File: src/rtl/ex_muldiv_pkg.sv
// Shared execute-stage definitions: ALU op codes plus the multiply/divide
// unit's op encodings, FSM state encodings and result-select constants.
// Helper functions classify a multiply/divide op.
package ex_muldiv_pkg;

    // ALU op codes used by the rest of the execute stage.
    typedef enum logic [3:0] {
        ALU_ADD  = 4'h0,
        ALU_SUB  = 4'h1,
        ALU_AND  = 4'h2,
        ALU_OR   = 4'h3,
        ALU_XOR  = 4'h4,
        ALU_SLT  = 4'h5,
        ALU_SLTU = 4'h6,
        ALU_SLL  = 4'h7,
        ALU_SRL  = 4'h8,
        ALU_SRA  = 4'h9
    } alu_op_e;

    // Multiply/divide op codes, matching the op_i port encoding.
    typedef enum logic [1:0] {
        MD_MULT  = 2'b00,
        MD_MULTU = 2'b01,
        MD_DIV   = 2'b10,
        MD_DIVU  = 2'b11
    } md_op_e;

    typedef enum logic [1:0] {
        MD_IDLE  = 2'b00,
        MD_RUN   = 2'b01,
        MD_DZERO = 2'b10,
        MD_DONE  = 2'b11
    } md_state_e;

    // Selects how the final hi/lo result is formed from the iteration state.
    typedef enum logic [1:0] {
        MD_RES_PROD = 2'b00,
        MD_RES_DIV  = 2'b01,
        MD_RES_ZERO = 2'b10
    } md_res_sel_e;

    function automatic logic md_is_div(input md_op_e op);
        return (op == MD_DIV) || (op == MD_DIVU);
    endfunction

    function automatic logic md_is_signed(input md_op_e op);
        return (op == MD_MULT) || (op == MD_DIV);
    endfunction

endpackage

File: src/rtl/muldiv_step.sv
// One radix-2 iteration of the multiply/divide unit, purely combinational.
//   op      : selects shift-add multiply or restoring divide
//   acc_hi  : partial product high half / partial remainder
//   acc_lo  : multiplier being shifted out / dividend shifting into quotient
//   operand : multiplicand magnitude / divisor magnitude
//   next_hi, next_lo : accumulator after this iteration
module muldiv_step
    import ex_muldiv_pkg::*;
#(
    parameter int DATA_W = 32
) (
    input  md_op_e            op,
    input  logic [DATA_W-1:0] acc_hi,
    input  logic [DATA_W-1:0] acc_lo,
    input  logic [DATA_W-1:0] operand,
    output logic [DATA_W-1:0] next_hi,
    output logic [DATA_W-1:0] next_lo
);

    logic [DATA_W:0]   sum;
    logic [DATA_W:0]   shifted;
    logic [DATA_W-1:0] diff;
    logic              ge;

    always_comb begin
        // Multiply: conditionally add, then shift the carry into the top.
        sum     = {1'b0, acc_hi} + (acc_lo[0] ? {1'b0, operand} : '0);
        // Divide: shift the next dividend bit into the remainder, trial subtract.
        // When the trial succeeds the difference is below the divisor, so the
        // low DATA_W bits of the subtraction are exact.
        shifted = {acc_hi, acc_lo[DATA_W-1]};
        ge      = shifted >= {1'b0, operand};
        diff    = shifted[DATA_W-1:0] - operand;
        if (md_is_div(op)) begin
            next_hi = ge ? diff : shifted[DATA_W-1:0];
            next_lo = {acc_lo[DATA_W-2:0], ge};
        end else begin
            next_hi = sum[DATA_W:1];
            next_lo = {sum[0], acc_lo[DATA_W-1:1]};
        end
    end

endmodule

File: src/rtl/ex_muldiv.sv
// Iterative multiply/divide unit for the execute stage.
// Signed operands are reduced to magnitudes on entry, one radix-2 step runs
// per cycle for DATA_W cycles, and the sign is restored on the final edge.
// Ports:
//   clk, rst              : clock, asynchronous active-high reset
//   start_i, op_i         : start request (taken in IDLE only) and op select
//   opdata1_i, opdata2_i  : multiplicand/dividend, multiplier/divisor
//   annul_i               : flush, aborts any operation without a result
//   busy_o                : stall request, high whenever not IDLE
//   ready_o, dz_o         : one-cycle completion pulse, divide-by-zero flag
//   hi_o, lo_o            : product high/low or remainder/quotient
module ex_muldiv
    import ex_muldiv_pkg::*;
#(
    parameter int DATA_W    = 32,
    parameter int ITER_BITS = $clog2(DATA_W) + 1
) (
    input  logic              clk,
    input  logic              rst,
    input  logic              start_i,
    input  logic [1:0]        op_i,
    input  logic [DATA_W-1:0] opdata1_i,
    input  logic [DATA_W-1:0] opdata2_i,
    input  logic              annul_i,
    output logic              busy_o,
    output logic              ready_o,
    output logic              dz_o,
    output logic [DATA_W-1:0] hi_o,
    output logic [DATA_W-1:0] lo_o
);

    md_state_e          state_q, state_d;
    logic [ITER_BITS-1:0] count_q;
    md_op_e             op_q;
    logic               neg_res_q, neg_rem_q;
    logic [DATA_W-1:0]  acc_hi_q, acc_lo_q, operand_q;
    logic [DATA_W-1:0]  step_hi, step_lo;
    logic [DATA_W-1:0]  hi_q, lo_q;
    logic               dz_q;

    md_op_e             op_in;
    logic               accept, last_iter;
    logic               s1, s2;
    logic [DATA_W-1:0]  mag1, mag2;
    md_res_sel_e        res_sel;
    logic [DATA_W-1:0]  res_hi, res_lo;

    // Two's-complement negate when requested; -2^(DATA_W-1) maps to its own
    // bit pattern, which read unsigned is the correct magnitude.
    function automatic logic [DATA_W-1:0] cond_negate(input logic [DATA_W-1:0] v,
                                                      input logic neg);
        return neg ? -v : v;
    endfunction

    function automatic logic [2*DATA_W-1:0] cond_negate_wide(input logic [2*DATA_W-1:0] v,
                                                             input logic neg);
        return neg ? -v : v;
    endfunction

    // Entry: sign conditioning of the incoming operands
    assign op_in     = md_op_e'(op_i);
    assign s1        = md_is_signed(op_in) & opdata1_i[DATA_W-1];
    assign s2        = md_is_signed(op_in) & opdata2_i[DATA_W-1];
    assign mag1      = cond_negate(opdata1_i, s1);
    assign mag2      = cond_negate(opdata2_i, s2);
    assign accept    = (state_q == MD_IDLE) && start_i && !annul_i;
    assign last_iter = (count_q == ITER_BITS'(DATA_W - 1));

    always_comb begin
        state_d = state_q;
        unique case (state_q)
            MD_IDLE: begin
                if (accept) begin
                    state_d = (md_is_div(op_in) && (opdata2_i == '0)) ? MD_DZERO : MD_RUN;
                end
            end
            MD_RUN:   if (last_iter) state_d = MD_DONE;
            MD_DZERO: state_d = MD_DONE;
            MD_DONE:  state_d = MD_IDLE;
            default:  state_d = MD_IDLE;
        endcase
        // A flush takes priority over everything, including a fresh start.
        if (annul_i) state_d = MD_IDLE;
    end

    // Iteration: one radix-2 step per RUN cycle
    muldiv_step #(.DATA_W(DATA_W)) u_step (
        .op      (op_q),
        .acc_hi  (acc_hi_q),
        .acc_lo  (acc_lo_q),
        .operand (operand_q),
        .next_hi (step_hi),
        .next_lo (step_lo)
    );

    always_ff @(posedge clk) begin
        if (accept) begin
            op_q      <= op_in;
            neg_res_q <= s1 ^ s2;
            neg_rem_q <= s1;
            acc_hi_q  <= '0;
            if (md_is_div(op_in)) begin
                acc_lo_q  <= mag1;
                operand_q <= mag2;
            end else begin
                acc_lo_q  <= mag2;
                operand_q <= mag1;
            end
        end else if (state_q == MD_RUN) begin
            acc_hi_q <= step_hi;
            acc_lo_q <= step_lo;
        end
    end

    // Completion: restore signs from the final step's output
    always_comb begin
        res_sel = MD_RES_PROD;
        if (state_q == MD_DZERO) res_sel = MD_RES_ZERO;
        else if (md_is_div(op_q)) res_sel = MD_RES_DIV;
    end

    always_comb begin
        res_hi = '0;
        res_lo = '0;
        unique case (res_sel)
            MD_RES_PROD: {res_hi, res_lo} = cond_negate_wide({step_hi, step_lo}, neg_res_q);
            MD_RES_DIV: begin
                res_lo = cond_negate(step_lo, neg_res_q);
                res_hi = cond_negate(step_hi, neg_rem_q);
            end
            default: begin
                res_hi = '0;
                res_lo = '0;
            end
        endcase
    end

    always_ff @(posedge clk or posedge rst) begin
        if (rst) begin
            state_q <= MD_IDLE;
            count_q <= '0;
            hi_q    <= '0;
            lo_q    <= '0;
            dz_q    <= 1'b0;
        end else begin
            state_q <= state_d;
            if (accept) begin
                count_q <= '0;
            end else if (state_q == MD_RUN) begin
                count_q <= count_q + 1'b1;
            end
            // Results only change on the edge entering DONE; a flush on that
            // same edge leaves the previous result in place.
            if (!annul_i) begin
                if ((state_q == MD_RUN) && last_iter) begin
                    hi_q <= res_hi;
                    lo_q <= res_lo;
                    dz_q <= 1'b0;
                end else if (state_q == MD_DZERO) begin
                    hi_q <= res_hi;
                    lo_q <= res_lo;
                    dz_q <= 1'b1;
                end
            end
        end
    end

    assign busy_o  = (state_q != MD_IDLE);
    assign ready_o = (state_q == MD_DONE);
    assign dz_o    = (state_q == MD_DONE) && dz_q;
    assign hi_o    = hi_q;
    assign lo_o    = lo_q;

endmodule

File: config.mk
export PLATFORM = sky130hd
export DESIGN_NAME = ex_muldiv
export DESIGN_NICKNAME = d
export VERILOG_FILES = /design/src/rtl/ex_muldiv_pkg.sv /design/src/rtl/muldiv_step.sv /design/src/rtl/ex_muldiv.sv
export SDC_FILE = /design/constraint.sdc
export NUM_CORES = 1
export LEC_CHECK = 0
export BUFFER_PORTS_ARGS = -buffer_cell sky130_fd_sc_hd__buf_4
export CORE_MARGIN = 2
export CORE_UTILIZATION = 45
export DETAILED_ROUTE_END_ITERATION = 16
export MAX_ROUTING_LAYER = met4
export PLACE_DENSITY = 0.7
export SYNTH_ARGS = -nofsm -noshare
export SYNTH_HDL_FRONTEND = slang
export SYNTH_SLANG_ARGS = --single-unit
File: constraint.sdc
create_clock -name clk -period 5.73 [get_ports clk]
set_clock_uncertainty 0.05 [all_clocks]
set_input_delay 0.573 -clock clk [delete_from_list [all_inputs] [get_ports clk]]
set_output_delay 0.573 -clock clk [all_outputs]
set_load 0.005 [all_outputs]
==> flow_summary.toml, run 1 <==
[status]
status = "complete, no violations"

[finish]
n_antenna_cell = 0
fin_nets = 2198
syn_to_final_growth_pct = 14.0
drive_above_1_share_pct = 13.3
fill_cells = 3385
multiInputGateArea_mm2 = 0.0104
regArea_mm2 = 0.00448
fin_cells = 2520

[clock_network]
root_buffer = "clkbuf_16"
cts_resized = 0
htreeDepth = 4
cts_buffer_depth = 2
cts_setup_buffers = 0
ctsHoldBuffers = 0
insertion_delay_ns = 0.46
cts_buffers = 17
cts_tree = "built"
numClockSinks = 172
cts.reportedPaths.clkPinSlew_ns = 0.08

[synthesis]
synth_cell_type_count = 93
synthTopCellsByArea = "edfxtp_1, dfrtp_1, mux2i_1, ha_1, xnor2_1"
ys_ff_latch = 172
netlist_instances = 1940
synthArstFlopShare_pct = 42.4
avgSynthCellArea_um2 = 8.05
yosysSeqAreaShare_pct = 28.7
syn_nets = 2086
synth-edff-count = 67
synth_top_area_share_pct = 12.9
yosysMostFrequentCell = "nand2_1"
synth_area_mm2 = 0.0156
yosys.area.top_type = "edfxtp_1"
yosysWarnings = 0
yosys_most_used_dff = "dfrtp_1"
synth_common_cells = "nand2_1, nor2_1, a21oi_1, o21ai_0, mux2i_1"

[timing]
fin_ws_ns = 0.298
tns_ns = 0
timing.final.crit_share_pct = 94.8
worst_pin_slew_ns = 1.01
timing.hold.ws_ns = 0.220
slew_headroom_pct = 32.5
hold_viol = 0
max_freq_mhz = 184
final.min_clock_period_ns = 5.43
maxSlewViolCount = 0
finalSetupViolations = 0
rsz0062_at_grt = "no"

[grt]
grt_overflow = 0
first_global_vias = 14800
antenna_found_initial = 0
grt_use_total_pct = 32.1
grt_pass1_wl_um = 86100
grt_start_max_net_pins = 126

[floorplan]
dieArea_mm2 = 0.0362
fp.dieH_um = 190
start_util_pct = 45.4
coreArea_mm2 = 0.0344
fp-row-count = 68
ioPinCount = 137
die_x_um = 190

[worst_setup_path]
cp_cell_sequence = "inv_1 -> ha_1 -> a21o_1 -> a31oi_1 -> o22ai_1 -> buf_4 -> o31ai_2 -> buf_4 -> a31o_2 -> ha_1 -> o21ai_0 -> nor3_1 -> nor3b_1 -> nand3_1 -> or2_2 -> or4_1 -> and3b_1 -> o41ai_2"
cp_slowest_cell = "or4_1"
worstPathArrival_ns = 5.74
start_kind = "flip-flop"
reg2reg_slack_ns = 0.30
slowest_delay_ns = 0.54
worstSetupPathType = "flip-flop to flip-flop"
crit_required_ns = 6.04
worst_setup_path_end_kind = "flip-flop"
cp_max_fo = 7

[min_path]
min_path_type = "input pin to flip-flop"

[power]
power.total_w = 0.00930
p_leak_nw = 7.59
ir_drop_v = 0.000306
powerDensity_mw_per_mm2 = 522

[route]
drt_iter0_drc = 1430
wl_per_cell_um = 22.6
vias_per_cell = 6.17
drc = 0
drtPass1Iterations = 8
routed_wl_um = 56800
ant_nets = 0
dr_total_vias = 15600

[placement]
dp_hpwl_um = 45000
gp_congestion = 1.09
port_buffers = 136
dp_slack_ns = 0.405
dpl.cell_count = 2488

[run]
drv_cap = 0
==> metrics by stage <==
stage | util, % | area, µm²
2_1_floorplan | - | 15600
6_report | 51.8 | 17800
3_3_place_gp | 50.1 | 17200
5_1_grt | 51.8 | 17800
4_1_cts | 51.8 | 17800
3_5_place_dp | 50.1 | 17200
==> worst max-delay path, delay by kind of cell (launching register included) <==
kind	cells	cell delay (ns)
flops	1	0.46
buf+inv	3	0.47
fa+ha+maj	2	0.56
compound gates	7	1.59
simple gates	6	2.18
==> report_power, final <==
part | internal [W] | switching [W] | total (W)
Clock | 0.000617 | 0.000583 | 0.00120
Sequential | 0.00168 | 0.000352 | 0.00204
Combinational | 0.00221 | 0.00384 | 0.00606
Total | 0.00452 | 0.00478 | 0.00930
==> final timing paths <==
path,startpoint,end,cells after the start
worst max-delay path,operand_q[8],hi_o[28],18
worst min-delay path,annul_i,state_q[0],2
worst max register to register,operand_q[8],hi_o[28],18
worst min register to register,hi_o[22],hi_o[22],2
max in group asynchronous,rst,lo_o[26],3
min in group asynchronous,rst,hi_o[12],3
==> cells by family after synthesis <==
| kind of cell | share of synthesized area [%] |
|---|---|
| AO/OA/AOI/OAI | 23.3 |
| multiplexers | 7.71 |
| buffers and inverters | 4.74 |
| XOR/XNOR | 8.91 |
| AND/OR/NAND/NOR | 20.5 |
| adder cells (fa/ha/maj) | 6.18 |
| flip-flops | 28.7 |
==> placed cells by master, fill, tap and decap left out, drive strengths merged, types with 9 or more instances in the layout <==
master and n:
a211oi 23, a21o 33, a21oi 170, a221oi 11, a22o 10, a31oi 24
and2 44, and3 19, buf 191, clkbuf 18, dfrtp 73, dfxtp 32
edfxtp 67, ha 74, inv 94, mux2 10, mux2i 109, nand2 202
nand2b 15, nand3 31, nand4 27, nor2 181, nor3 57, nor4 27
o211ai 21, o21a 13, o21ai 141, o22ai 9, o31ai 24, or2 11
or3 16, or4 11, xnor2 100, xor2 59
==> per-layer routing <==
layer | share of wire (%) | routed length (µm) | global-route usage (%)
met4 | 5.4 | 3060 | 15.4
met3 | 6.6 | 3780 | 4.20
met1 | 42 | 24100 | 40.7
met2 | 46 | 25900 | 50.8
met5 | 0 | 0 | -
==> state kept, by name, summed over array words and instances (netlist names) <==
name and count:
acc_hi_q 32, acc_lo_q 32, count_q 6, dz_q 1
hi_o 32, lo_o 32, neg_rem_q 1, neg_res_q 1
op_q 1, operand_q 32, state_q 2
==> cell type report <==
class	instances	area share, %
clock inverters	14	0.843
clock buffers	18	2.41
inverters	87	1.83
multi-input cells	1583	58.5
well taps	455	3.20
flip-flops and latches	172	25.1
repair buffers	191	8.12
(Power assumes the default switching activity.)
==> inputs of run 2 (changes only) <==
Settings changed: CORE_MARGIN 2 to not set.
==> run 2 against run 1 <==
  * Sequential power about the same
  * Utilization up 0.68 points
  * Register-to-register slack better by 0.098 ns
  * Die area down 2.1%
  * Sequential share of layout area about the same
  * Final cell count down 0.60%
  * Clock-buffer cell count unchanged
  * Non-clock buffer count down 8
  * Wire length down 1.4%
  * Critical path type unchanged
  * Highest routed layer unchanged
==> flow_summary.toml, run 2 (synthesis results as in run 1) <==
[placement]
dp_slack_ns = 0.405
dp_hpwl_um = 43700
dpl_cell_area_mm2 = 0.0172
dpl.cell_count = 2473
gp_congestion = 1.10
port_buffers = 136

[clock_network]
cts_tree = "built"
numClockSinks = 172
cts_buffer_depth = 2
insertion_delay_ns = 0.46
cts_buffers = 17
cts.reportedPaths.clkPinSlew_ns = 0.07
ctsHoldBuffers = 0
root_buffer = "clkbuf_16"
htreeDepth = 4

[finish]
design_area_mm2 = 0.0178
n_antenna_cell = 0
fin_nets = 2190
drive_above_1_share_pct = 13.1
fin_cells = 2505
layout_common_cells = "nand2_1, buf_4, nor2_1"
syn_to_final_growth_pct = 13.8
layout_commonest_cell = "nand2_1"

[floorplan]
fp-row-count = 67
fp.dieH_um = 188
dieArea_mm2 = 0.0355
ioPinCount = 137
die_x_um = 188
start_util_pct = 46.1
coreArea_mm2 = 0.0339

[run]
drv_cap = 0

[worst_setup_path]
crit_required_ns = 6.06
crit_family = "compound AO/OA/AOI/OAI gates"
cp_max_fo = 17
slowest_delay_ns = 0.69
worstPathArrival_ns = 5.66
path_buf_inv = 0
cp_cell_sequence = "and2_1 -> ha_1 -> fa_1 -> a211oi_1 -> o21ai_0 -> a211oi_1 -> a21oi_1 -> xnor2_1 -> nor2_1 -> a221oi_1 -> or4b_1 -> nor4_1 -> mux2_2 -> o41a_1 -> a21oi_1"
worstSetupPathType = "flip-flop to flip-flop"
start_kind = "flip-flop"
worst_setup_path_end_kind = "flip-flop"
cp_slowest_cell = "edfxtp_1"

[power]
power_frac_seq_pct = 22.2
power.net_switching_w = 0.00476
p_int_w = 0.00451
comb_power_share_pct = 64.5
swShare_pct = 51.3
powerDensity_mw_per_mm2 = 521
ir_drop_v = 0.000310
clockPowerShare_pct = 13.4
p_leak_nw = 7.57

[timing]
rsz0062_at_grt = "no"
tns_ns = 0
worst_pin_slew_ns = 1.10
final.min_clock_period_ns = 5.33
slew_headroom_pct = 26.1
finalSetupViolations = 0
hold_viol = 0
maxSlewViolCount = 0
fin_ws_ns = 0.396
max_freq_mhz = 187
timing.hold.ws_ns = 0.242
timing.final.crit_share_pct = 93.1

[route]
routed_wl_um = 56000
drtPass1Iterations = 6
drc = 0
drt_iter0_drc = 1536
dr_total_vias = 15500
vias_per_cell = 6.21
ant_nets = 0
wl_per_cell_um = 22.4

[grt]
grt_use_total_pct = 32.3
grt_start_max_net_pins = 99
antenna_found_initial = 0
first_global_vias = 14600
grt_overflow = 0
grt_pass1_wl_um = 85800

[min_path]
min_path_type = "input pin to flip-flop"

[status]
status = "complete, no violations"
[run 2: area by class of cell]
type	instances	area (µm²)
clock buffer	18	439
multi-input combinational	1583	10400
tap	448	561
timing repair buffer	183	1400
sequential	172	4480
inverter	87	327
clock inverter	14	165
fill	3250	16100
[run 2: timing repair]
item / in CTS / in global routing
buffers inserted: 0 / 0
gates resized for setup: 0 / 2
endpoints found under the setup margin: 0 / 3
[run 2: per-stage QoR]
step,util [%],total power [W]
2_1_floorplan,-,0.00590
5_1_grt,52.5,0.00979
3_3_place_gp,50.7,0.00783
4_1_cts,52.5,0.00911
6_report,52.5,0.00927
3_5_place_dp,50.7,0.00786
[run 2: worst reg2reg max path, delay by kind of cell (launching register included)]
| kind | cells | cell delay (ns) |
|---|---|---|
| compound gates | 7 | 1.73 |
| simple gates | 4 | 1.48 |
| flops | 1 | 0.69 |
| fa+ha+maj | 2 | 0.68 |
| mux | 1 | 0.40 |
| xor+xnor | 1 | 0.22 |
[run 2: power groups by stage]
stage	Sequential, W	Clock, W	Combinational, W
after detailed placement	0.00207	0	0.00579
after CTS	0.00204	0.00124	0.00583
after global placement	0.00206	0	0.00577
final	0.00206	0.00124	0.00597
after global routing	0.00209	0.00129	0.00641
after floorplan	0.00191	0	0.00399
[run 2: worst paths after layout]
kind | from | end | slack (ns) | cells after the start
worst min register to register | hi_o[2] | hi_o[2] | 0.43 | 2
worst max-delay path | acc_lo_q[0] | hi_o[31] | 0.40 | 15
worst max register to register | acc_lo_q[0] | hi_o[31] | 0.40 | 15
max in group asynchronous | rst | lo_o[22] | 4.67 | 3
min in group asynchronous | rst | hi_o[4] | 0.34 | 3
worst min-delay path | annul_i | state_q[1] | 0.24 | 2
[run 2: layer usage]
metal / share of wire, % / track usage (%)
met1: 43 / 41.9
met2: 46 / 51.5
met3: 6.9 / 3.24
met4: 4.3 / 13.5
met5: 0 / -
